## src/rtl/bcd_ascii_tx_pkg.sv

```systemverilog
// Shared encodings for the BCD-to-ASCII transmitter: FSM states, ASCII constants
// and a digit extraction helper for the packed 40-bit digit register.
package bcd_ascii_tx_pkg;

    localparam logic [2:0] ST_IDLE = 3'd0;
    localparam logic [2:0] ST_SCAN = 3'd1;
    localparam logic [2:0] ST_SEND = 3'd2;
    localparam logic [2:0] ST_TERM = 3'd3;
    localparam logic [2:0] ST_DONE = 3'd4;

    localparam logic [7:0] ASCII_ZERO = 8'h30;
    localparam logic [7:0] ASCII_BAD  = 8'h3F;
    localparam logic [3:0] TOP_IDX    = 4'd9;

    // Index is widened before scaling so that digit 9 (bit 36) does not wrap.
    function automatic logic [3:0] digit_at(input logic [39:0] d, input logic [3:0] i);
        return d[{i, 2'b00} +: 4];
    endfunction

endpackage

```

## src/rtl/bcd_ascii_tx_digit.sv

```systemverilog
// Combinational map of one BCD digit to its ASCII character; non-decimal
// codes 10..15 become '?' so a corrupt digit is visible on the line.
module bcd_digit_ascii
    import bcd_ascii_tx_pkg::*;
(
    input  logic [3:0] digit,
    output logic [7:0] ascii
);

    always_comb begin
        if (digit <= 4'd9) ascii = ASCII_ZERO + {4'h0, digit};
        else               ascii = ASCII_BAD;
    end

endmodule

```

## src/rtl/bcd_ascii_tx.sv

```systemverilog
// Serialises a captured 10-digit BCD value as ASCII bytes (MSD first, optional
// leading-zero suppression) followed by a terminator, over a valid/ready link.
module bcd_ascii_tx
    import bcd_ascii_tx_pkg::*;
#(
    parameter logic [7:0] TERM_CHAR      = 8'h0A,
    parameter bit         SUPPRESS_ZEROS = 1'b1
)(
    input  logic       CLK,
    input  logic       RST,
    input  logic       start,
    input  logic [3:0] bcd0,
    input  logic [3:0] bcd1,
    input  logic [3:0] bcd2,
    input  logic [3:0] bcd3,
    input  logic [3:0] bcd4,
    input  logic [3:0] bcd5,
    input  logic [3:0] bcd6,
    input  logic [3:0] bcd7,
    input  logic [3:0] bcd8,
    input  logic [3:0] bcd9,
    output logic [7:0] tx_data,
    output logic       tx_valid,
    input  logic       tx_ready,
    output logic       busy,
    output logic       done
);

    logic [2:0]  state;
    logic [3:0]  idx;
    logic [39:0] digits;
    logic [3:0]  sel_idx;
    logic [7:0]  sel_ascii;
    logic        scan_skip;

    assign scan_skip = SUPPRESS_ZEROS && (idx != 4'd0) && (digit_at(digits, idx) == 4'd0);

    // In SEND the registered byte must be the one after the current beat.
    assign sel_idx = (state == ST_SEND && idx != 4'd0) ? idx - 4'd1 : idx;

    bcd_digit_ascii u_digit (
        .digit (digit_at(digits, sel_idx)),
        .ascii (sel_ascii)
    );

    always_ff @(posedge CLK) begin
        if (state == ST_IDLE && start)
            digits <= {bcd9, bcd8, bcd7, bcd6, bcd5, bcd4, bcd3, bcd2, bcd1, bcd0};
    end

    always_ff @(posedge CLK) begin
        if (!RST) begin
            state    <= ST_IDLE;
            idx      <= TOP_IDX;
            tx_valid <= 1'b0;
            tx_data  <= 8'h00;
        end else begin
            case (state)
                ST_IDLE: begin
                    if (start) begin
                        idx   <= TOP_IDX;
                        state <= ST_SCAN;
                    end
                end
                ST_SCAN: begin
                    if (scan_skip) begin
                        idx <= idx - 4'd1;
                    end else begin
                        tx_data  <= sel_ascii;
                        tx_valid <= 1'b1;
                        state    <= ST_SEND;
                    end
                end
                ST_SEND: begin
                    if (tx_ready) begin
                        if (idx != 4'd0) begin
                            idx     <= idx - 4'd1;
                            tx_data <= sel_ascii;
                        end else begin
                            tx_data <= TERM_CHAR;
                            state   <= ST_TERM;
                        end
                    end
                end
                ST_TERM: begin
                    if (tx_ready) begin
                        tx_valid <= 1'b0;
                        state    <= ST_DONE;
                    end
                end
                ST_DONE: state <= ST_IDLE;
                default: state <= ST_IDLE;
            endcase
        end
    end

    assign busy = (state != ST_IDLE);
    assign done = (state == ST_DONE);

endmodule

```

## config.mk

```make
export PLATFORM = sky130hd
export DESIGN_NAME = bcd_ascii_tx
export DESIGN_NICKNAME = d
export VERILOG_FILES = /design/src/rtl/bcd_ascii_tx_pkg.sv /design/src/rtl/bcd_ascii_tx_digit.sv /design/src/rtl/bcd_ascii_tx.sv
export SDC_FILE = /design/constraint.sdc
export NUM_CORES = 1
export LEC_CHECK = 0
export CAP_MARGIN = 10
export CORE_MARGIN = 10
export CORE_UTILIZATION = 52
export DETAILED_ROUTE_END_ITERATION = 12
export HOLD_SLACK_MARGIN = 0.12
export PLACE_DENSITY = 0.87
export SLEW_MARGIN = 10
export SYNTH_ARGS = -nofsm -noshare
export SYNTH_HDL_FRONTEND = slang
export SYNTH_HIERARCHICAL = 1
export SYNTH_SLANG_ARGS = --single-unit
```

## constraint.sdc

```tcl
create_clock -name CLK -period 3.6 [get_ports CLK]
set_input_delay 0.72 -clock CLK [delete_from_list [all_inputs] [get_ports CLK]]
set_output_delay 0.72 -clock CLK [all_outputs]
set_load 0.05 [all_outputs]
```

Yosys cells after proc, flatten, opt, wreduce, memory -nomap -nowiden
Cells that the tools add are included.

word-level totals
  register bits = 56
  output and inout port bits = 11
  word-level logic and storage cells = 55
  RAM bits = 0
  memories = 0
  latch bits = 0
  bits in read-only memories = 0

operators by class
  shift-type cells = 2
  $add $sub $neg = 2
  $lt $le $gt $ge = 1
  equality and inequality tests = 11
  $mul = 0
  muxes and demuxes = 20
  reduce and logical (&&, ||, !) cells = 14
  bitwise gates (word level) = 0
  divide/modulo/power cells = 0

operators with widths
  cell                 count
  $shiftx 40x7->4      2
  $mux 8               4
  $mux 4               5
  $pmux 8 s2           1
  $mux 3               5
  $ne 2x2->1 const B   7
  $pmux 3 s4           1
  $pmux 4 s3           1
  $reduce_and 5->1     2
  $add 6x4->7 const A  1
  $eq 3x2->1 const B   2
  $reduce_and 3->1     2
  $reduce_bool 3->1    2
  $le 4x4->1 const B   1
  $logic_not 4->1      1
  $reduce_bool 2->1    2
  $reduce_bool 4->1    1
  $sub 4x1->4 const B  1
  $eq 3x1->1 const B   1
  $eq 3x3->1 const B   1
  $logic_and 1x1->1    3
  $logic_not 3->1      1
  $mux 1               2
  $pmux 1 s2           1

Depth between registers and ports, before layout
Gate-level depths: netlist of run 1.

  depth after elaboration = 9
  depth in mapped cells = 14

Modules after synthesis
The synthesis of run 1 kept the hierarchy.

by module, submodules not included
  module           area an instance (µm²)  cells each  seq. area each (µm²)  times used
  bcd_ascii_tx     2836.5                  265         1521.5                1
  bcd_digit_ascii  67.6                    11          0.0                   1

Worst setup path before layout of run 1
Ideal clock, no wire load.

  path type = register -> register
  start point = register state[0]
  end point = register digits[0], enable pin
  buffers on the path = 1
  library setup time = 438 ps
  slack = 250 ps
  arrival time = 2912 ps
  period minus slack after synthesis = 3350 ps
  required time = 3162 ps
  stages on the path, launching flop included = 4
  path through = dfxtp_1 > clkbuf_1 > or3_1 > nor2_1

on the way
  longest elaborated chain between the ends = 2

RTL lines
  element                 RTL line            RTL
  start, declared         bcd_ascii_tx.sv:29  logic [2:0] state;
  start signal, assigned  bcd_ascii_tx.sv:53  state <= ST_IDLE;
  start signal, assigned  bcd_ascii_tx.sv:62  state <= ST_SCAN;
  start signal, assigned  bcd_ascii_tx.sv:71  state <= ST_SEND;
  $logic_not 3->1         bcd_ascii_tx.sv:47  if (state == ST_IDLE && start)
  $logic_and 1x1->1       bcd_ascii_tx.sv:47
  end signal, assigned    bcd_ascii_tx.sv:48  digits <= {bcd9, bcd8, bcd7, bcd6, bcd5, bcd4, bcd3, bcd2, bcd1, bcd0};
  end, declared           bcd_ascii_tx.sv:31  logic [39:0] digits;

Every way passes these cells.
A chain may end at the register's enable or synchronous reset.

Worst setup path in the final report of run 1
  start point = register idx[0]
  end point = register tx_data[0]

on the way
  longest elaborated chain between the ends = 9
  elaborated cells on any way between the ends = 17
  those cells by class = 2 x add/sub; 1 x order compare; 1 x eq/ne; 2 x shift; 6 x mux; 5 x reduce/logical

RTL lines
  element                                              RTL line                  RTL
  start, declared                                      bcd_ascii_tx.sv:30        logic [3:0] idx;
  start signal, assigned                               bcd_ascii_tx.sv:67        idx <= idx - 4'd1;
  start signal, assigned                               bcd_ascii_tx.sv:77        idx <= idx - 4'd1;
  branches (longest 2 deep; another with $sub 4x1->4)  -
  $mux 4 (*)                                           bcd_ascii_tx.sv:39        assign sel_idx = (state == ST_SEND && idx != 4'd0) ? idx - 4'd1 : idx;
  $shiftx 40x7->4 (*)                                  bcd_ascii_tx_pkg.sv:17    return d[{i, 2'b00} +: 4];
  $add 6x4->7 or $le 4x4->1 (tied branches)            bcd_ascii_tx_digit.sv:11  if (digit <= 4'd9) ascii = ASCII_ZERO + {4'h0, digit};
  $mux 8 (*)                                           bcd_ascii_tx_digit.sv:11
  via sel_ascii[0]                                     bcd_ascii_tx.sv:33        logic [7:0] sel_ascii;
  $mux 8                                               bcd_ascii_tx.sv:76        if (idx != 4'd0) begin
  $mux 8                                               bcd_ascii_tx.sv:75        if (tx_ready) begin
  $pmux 8 s2 (*)                                       bcd_ascii_tx.sv:58        case (state)
  end signal, assigned                                 bcd_ascii_tx.sv:69        tx_data <= sel_ascii;
  end signal, assigned                                 bcd_ascii_tx.sv:78        tx_data <= sel_ascii;
  end, declared                                        bcd_ascii_tx.sv:22        output logic [7:0] tx_data,

Mark *: on every way through the listed nets, which the timed path passes. The select of a mux whose other input is x is not followed.

==> impl_metrics.ini, run 1 <==
[run_status]
status = finished clean

[detailed_routing]
routed_wl_mm = 6.68
wl_per_cell_um = 16.7
route.detailed.drc = 0
routed_via_density = 5.69
dr.pass1.iters = 5
drtAntennaViolNets = 0
drt-initial-drc-count = 178
vias = 2275

[synthesis]
synthesis.area_sq_mm = 0.00290
synthTopCellsByCount = edfxtp_1, nand2_1, nand3_1
synth_largest_area_cell = edfxtp_1
synth_top_cell_area_share = 0.414
yosys-top-cells-area = edfxtp_1, dfxtp_1, mux2i_1
synth_ff_type = edfxtp_1
synth_area_per_cell_sq_um = 10.5
synth_edf_count = 40
yosysWarnings = 6
ys_seq_elements = 56
synth.most_common_cell = edfxtp_1
synthArstFlopShare = 0
syn_inst = 276
synth-seq-area-share = 0.524
synth_cell_types = 49

[sta]
finalSetupViolCount = 0
slew_headroom = 0.591
tns_ns = 0
slew_violations = 0
period_share = 0.824
fin_skew_ns = 0.00704
max_freq_ghz = 0.337
hold_violations = 0
min_period_ns = 2.97
rsz0062_at_grt = no
worstMarginPinSlew_ns = 0.613

[hold_path]
hp-start = tx_data[6]$_SDFFE_PN0P_
hold_path_depth = 2
hold_class = reg2reg
hold_end = tx_data[6]$_SDFFE_PN0P_

[setup_path]
timing.rr.end = tx_data[0]$_SDFFE_PN0P_
crit_required_ns = 3.84
crit_type = reg2reg
critical_path.top_delay_family = simple AND/OR/NAND/NOR gates
r2r_start = idx[0]$_SDFFE_PN1P_
crit_path_max_incr_delay_ns = 0.49
slowest_stage = or3b_1
worstSetupStartpointType = flip-flop
ff2ff_path_depth = 12
crit_buf_inv = 1
path_max_fanout = 9
cp_cell_sequence = inv_1 > ha_1 > or3b_1 > a21oi_2 > nor2_4 > mux2i_1 > mux2_2 > o22ai_1 > o21ai_1 > nand2b_1 > nand3_1 > mux2i_1
critPathCaptureType = flip-flop
r2r_slack_ns = 0.63
arrival_ns = 3.21
cpMostUsedCell = mux2i_1

[power_and_ir_drop]
p_seq_frac = 0.399
peakVddDrop_mv = 0.370
leakagePower_nw = 1.27
power.density_mw_per_mm2 = 685
p_sw_mw = 0.989
intPower_mw = 1.47
p_comb_frac = 0.462
p_clk_frac = 0.138
switching_share = 0.402

[cts]
postCtsSetupBuffers = 0
numCtsBuffers = 5
cts_max_level = 2
cts_tree = built
hold_buffers = 0
cts-root-buf = clkbuf_8
cts_resized = 0
clock-sinks = 56
clk_transition_reported_paths_ns = 0.10
clk_latency_ns = 0.31
cts_buffer_depth = 2

[cells_and_area]
fillers = 458
antenna_cells = 0
fin_cells = 400
nNetsFinal = 372
syn_to_final_growth_pct = 23.8
final_util = 0.657
drive_above_1_share = 0.101

[grt]
antenna_found_initial = 0
grt_overflow = 0
grt_use_total = 0.150
grt_pass1_vias = 2272
grt_pass1_wl_mm = 10.8
grt_max_degree = 41

[floorplanning]
initial_core_util = 0.531
pin_count = 55
dieArea_sq_mm = 0.00897
row_count = 27
core_sq_mm = 0.00547
die_h_um = 94.7
die_w_um = 94.7

[place]
finalWeightedCongestion = 0.884
dp.cells = 392
hpwlAfterDp_mm = 5.15
portBuffers = 54

[flow_run]
cap_violations = 0
registers in the layout, indices dropped and copies added, names as in the netlist:
name      cells
tx_valid      1
tx_data       8
state         3
idx           4
digits       40
routing by layer:
metal / part of all wire / wire length, um / global-route usage
met4: 0.014 / 96 / 0.0449
met5: 0 / 0 / 0
met2: 0.50 / 3340 / 0.251
met3: 0.062 / 415 / 0.0460
met1: 0.42 / 2830 / 0.183
cell type report:
cell class | instances | area (sq um) | area share
clock buffers | 5 | 68.8 | 0.0191
clock inverters | 3 | 17.5 | 0.00487
inverters | 6 | 22.5 | 0.00626
multi-input cells | 196 | 1270 | 0.355
flip-flops and latches | 56 | 1520 | 0.423
well taps | 72 | 90.1 | 0.0251
repair buffers | 62 | 601 | 0.167
worst max path at each step:
stage,endpoint,cells past startpoint,from
after floorplan,digits[0]$_DFFE_PP_,3,state[0]$_SDFFE_PN0P_
after global placement,tx_data[0]$_SDFFE_PN0P_,13,idx[1]$_SDFFE_PN0P_
after detailed placement,tx_data[0]$_SDFFE_PN0P_,12,idx[0]$_SDFFE_PN1P_
after CTS,tx_data[0]$_SDFFE_PN0P_,12,idx[1]$_SDFFE_PN0P_
after global routing,tx_data[1]$_SDFFE_PN0P_,12,idx[1]$_SDFFE_PN0P_
final,tx_data[0]$_SDFFE_PN0P_,12,idx[0]$_SDFFE_PN1P_
worst register-to-register path: cells and delay by family, from the launching register on:
kind            cells  cell delay, ns
compound gates      3            0.78
simple gates        4            0.79
mux                 3            0.56
fa+ha+maj           1            0.27
buf+inv             1            0.16
flops               1            0.32
per-stage QoR:
stage	instance area, sq um	hold WS, ns	setup WS [ns]	total power [mW]
2_1_floorplan	2910	0.572	0.250	1.82
3_3_place_gp	3510	0.444	0.795	2.10
3_5_place_dp	3510	0.452	0.711	2.13
4_1_cts	3600	0.465	0.656	2.47
5_1_grt	3600	0.504	0.327	2.62
6_report	3600	0.460	0.634	2.46
cells in the final DEF, fill, tap and decap left out, drive strengths merged, types with 4 or more instances in the layout:
master / count
a211oi: 8
a21oi: 11
a22oi: 5
a31oi: 7
buf: 8
clkbuf: 5
clkdlybuf4s50: 54
conb: 4
dfxtp: 16
edfxtp: 40
inv: 7
mux2: 6
mux2i: 18
nand2: 25
nand2b: 12
nand3: 19
nor2: 16
nor3: 11
nor4: 10
o21ai: 15
o22ai: 4
power by group through the flow:
stage / combinational [mW] / clock [mW] / sequential [mW]
final: 1.14 / 0.341 / 0.983
after global routing: 1.24 / 0.375 / 1.00
after CTS: 1.14 / 0.351 / 0.982
after detailed placement: 1.13 / 0 / 0.997
after global placement: 1.11 / 0 / 0.990
after floorplan: 0.739 / 0 / 1.08
cell families (layout without fill, tap and decap cells):
kind of cell | after synthesis | in the layout | synth area share
simple gates | 107 | 107 | 0.200
other cells | 2 | 4 | 0.00259
xor+xnor | 1 | 1 | 0.00302
buf+inv | 26 | 76 | 0.0422
flops | 56 | 56 | 0.524
fa+ha+maj | 1 | 1 | 0.00431
compound gates | 58 | 58 | 0.129
mux | 25 | 25 | 0.0944
No activity file was read; power rests on OpenSTA's default activity.
==> run 2, diff against run 1 <==
- CORE_UTILIZATION: 52 -> 47
- PLACE_DENSITY: 0.87 -> 0.83
- clock period: 3.6 -> 2.4 ns (I/O delays scaled with it)
==> impl_metrics.ini, run 2 (synthesis gave the netlist of run 1 again) <==
[sta]
finalSetupViolCount = 3
fin_skew_ns = 0.00753
slew_headroom = 0.645
worstMarginPinSlew_ns = 0.529
fin_ws_ns = -0.0790
rsz0062_at_grt = yes
min_period_ns = 2.48
hold_violations = 0
slew_violations = 0
period_share = 1.03
max_freq_ghz = 0.403

[hold_path]
hold_path_depth = 2
hold_class = reg2reg
hold_end = tx_data[5]$_SDFFE_PN0P_
hp-start = tx_data[5]$_SDFFE_PN0P_

[cts]
clock-sinks = 56
cts-root-buf = clkbuf_8
clk_latency_ns = 0.31
cts_tree = built
numCtsBuffers = 5
clk_transition_reported_paths_ns = 0.11
cts_buffer_depth = 2
cts_max_level = 2

[setup_path]
crit_required_ns = 2.65
r2r_slack_ns = -0.08
path_max_fanout = 5
ff2ff_path_depth = 13
crit_type = reg2reg
arrival_ns = 2.73
worstSetupStartpointType = flip-flop
critPathCaptureType = flip-flop
timing.rr.end = tx_data[0]$_SDFFE_PN0P_
r2r_start = idx[0]$_SDFFE_PN1P_

[grt]
grt_pass1_wl_mm = 11.4
grt_use_total = 0.139
grt_max_degree = 41
grt_overflow = 0
antenna_found_initial = 0
grt_pass1_vias = 2303

[floorplanning]
row_count = 28
die_h_um = 98.6
initial_core_util = 0.488
pin_count = 55
dieArea_sq_mm = 0.00972
core_sq_mm = 0.00596
die_w_um = 98.6

[place]
place_area_sq_mm = 0.00375
finalWeightedCongestion = 0.941
portBuffers = 54
hpwlAfterDp_mm = 5.47

[detailed_routing]
dr.pass1.iters = 5
routed_wl_mm = 7.52
wl_per_cell_um = 17.6
drt-met1-wl_mm = 3.19
route.detailed.drc = 0
drt-initial-drc-count = 185
met3WireLength_um = 494
routed_via_density = 5.74
met2RoutedLength_mm = 3.65
vias = 2455
highest_layer = met4
drtAntennaViolNets = 0

[cells_and_area]
drive_above_1_share = 0.252
nNetsFinal = 397
layout_common_cells = clkdlybuf4s50_1, edfxtp_1, buf_4
syn_to_final_growth_pct = 39.9
layout_commonest_cell = clkdlybuf4s50_1
fin_area_sq_mm = 0.00406
antenna_cells = 0
final_util = 0.682
largest-register = digits
largest_registers = digits: 40 flops, tx_data: 8 flops, idx: 4 flops
largest_reg_flops = 40

[power_and_ir_drop]
leakagePower_nw = 1.47
peakVddDrop_mv = 0.617
power.density_mw_per_mm2 = 1050

[run_status]
violations = setup timing
status = finished, violations left

[flow_run]
cap_violations = 0
-- run 2: worst max path at each step --
stage	from	endpoint	cells past startpoint	slack [ns]
after floorplan	idx[0]$_SDFFE_PN1P_	tx_data[0]$_SDFFE_PN0P_	14	-0.04
after global placement	idx[0]$_SDFFE_PN1P_	tx_data[0]$_SDFFE_PN0P_	13	-0.03
after detailed placement	idx[0]$_SDFFE_PN1P_	tx_data[0]$_SDFFE_PN0P_	13	-0.13
after CTS	idx[1]$_SDFFE_PN0P_	tx_data[1]$_SDFFE_PN0P_	11	0.002
after global routing	idx[0]$_SDFFE_PN1P_	tx_data[0]$_SDFFE_PN0P_	13	-0.26
final	idx[0]$_SDFFE_PN1P_	tx_data[0]$_SDFFE_PN0P_	13	-0.08
-- run 2: worst max-delay path, cell delays in order, from the launching register on --
cell and delay [ns]:
dfxtp_4 0.38, inv_8 0.05, ha_4 0.14, or3b_4 0.43, a21oi_4 0.23, buf_6 0.14
o21ai_1 0.07, a211oi_1 0.27, a21oi_1 0.10, o22ai_2 0.25, o21ai_2 0.11, nand2b_4 0.07
nand3_1 0.06, mux2i_1 0.12
-- run 2: timing repair --
| item | 4_1_cts | 5_1_grt |
|---|---|---|
| hold buffers | 0 | 0 |
| resized for setup | 10 | 31 |
| buffers inserted | 0 | 5 |
| pin swaps | 3 | 18 |
| setup endpoints to repair | 7 | 6 |
-- run 2: cell type report --
| type | count | area [sq um] |
|---|---|---|
| clock buffer | 5 | 68.8 |
| clock inverter | 3 | 26.3 |
| fill | 441 | 1890 |
| inverter | 6 | 32.5 |
| multi-input combinational | 196 | 1480 |
| sequential | 56 | 1530 |
| tap | 75 | 93.8 |
| timing repair buffer | 87 | 841 |
-- run 2: per-layer routing --
metal  track usage  up-vias
met5             0        -
met4        0.0452        0
met3        0.0363       18
met2         0.228      106
met1         0.173     1147
li1              -     1184
-- run 2: report_power, final --
part	total [mW]	switching [mW]	internal (mW)
registers	1.45	0.141	1.31
logic	2.29	1.26	1.03
clock network	0.540	0.327	0.213
-- run 2: through the flow --
step,total power [mW],hold WS [ns],setup TNS (ns),setup slack [ns],instances
finish,4.28,0.463,-0.169,-0.0790,428
global route,4.52,0.493,-0.687,-0.255,428
CTS,4.02,0.468,0,0.00169,424
detailed placement,3.45,0.454,-0.350,-0.130,416
global placement,3.40,0.443,-0.0474,-0.0274,416
floorplan,2.83,0.560,-0.0912,-0.0370,278
==> run 3, diff against run 2 <==
- CAP_MARGIN: 10 -> not set
- CTS_CLUSTER_DIAMETER: not set -> 50
- SLEW_MARGIN: 10 -> not set
==> results of run 3 <==
The final DEF is identical to that of run 2; final timing and power are the same.
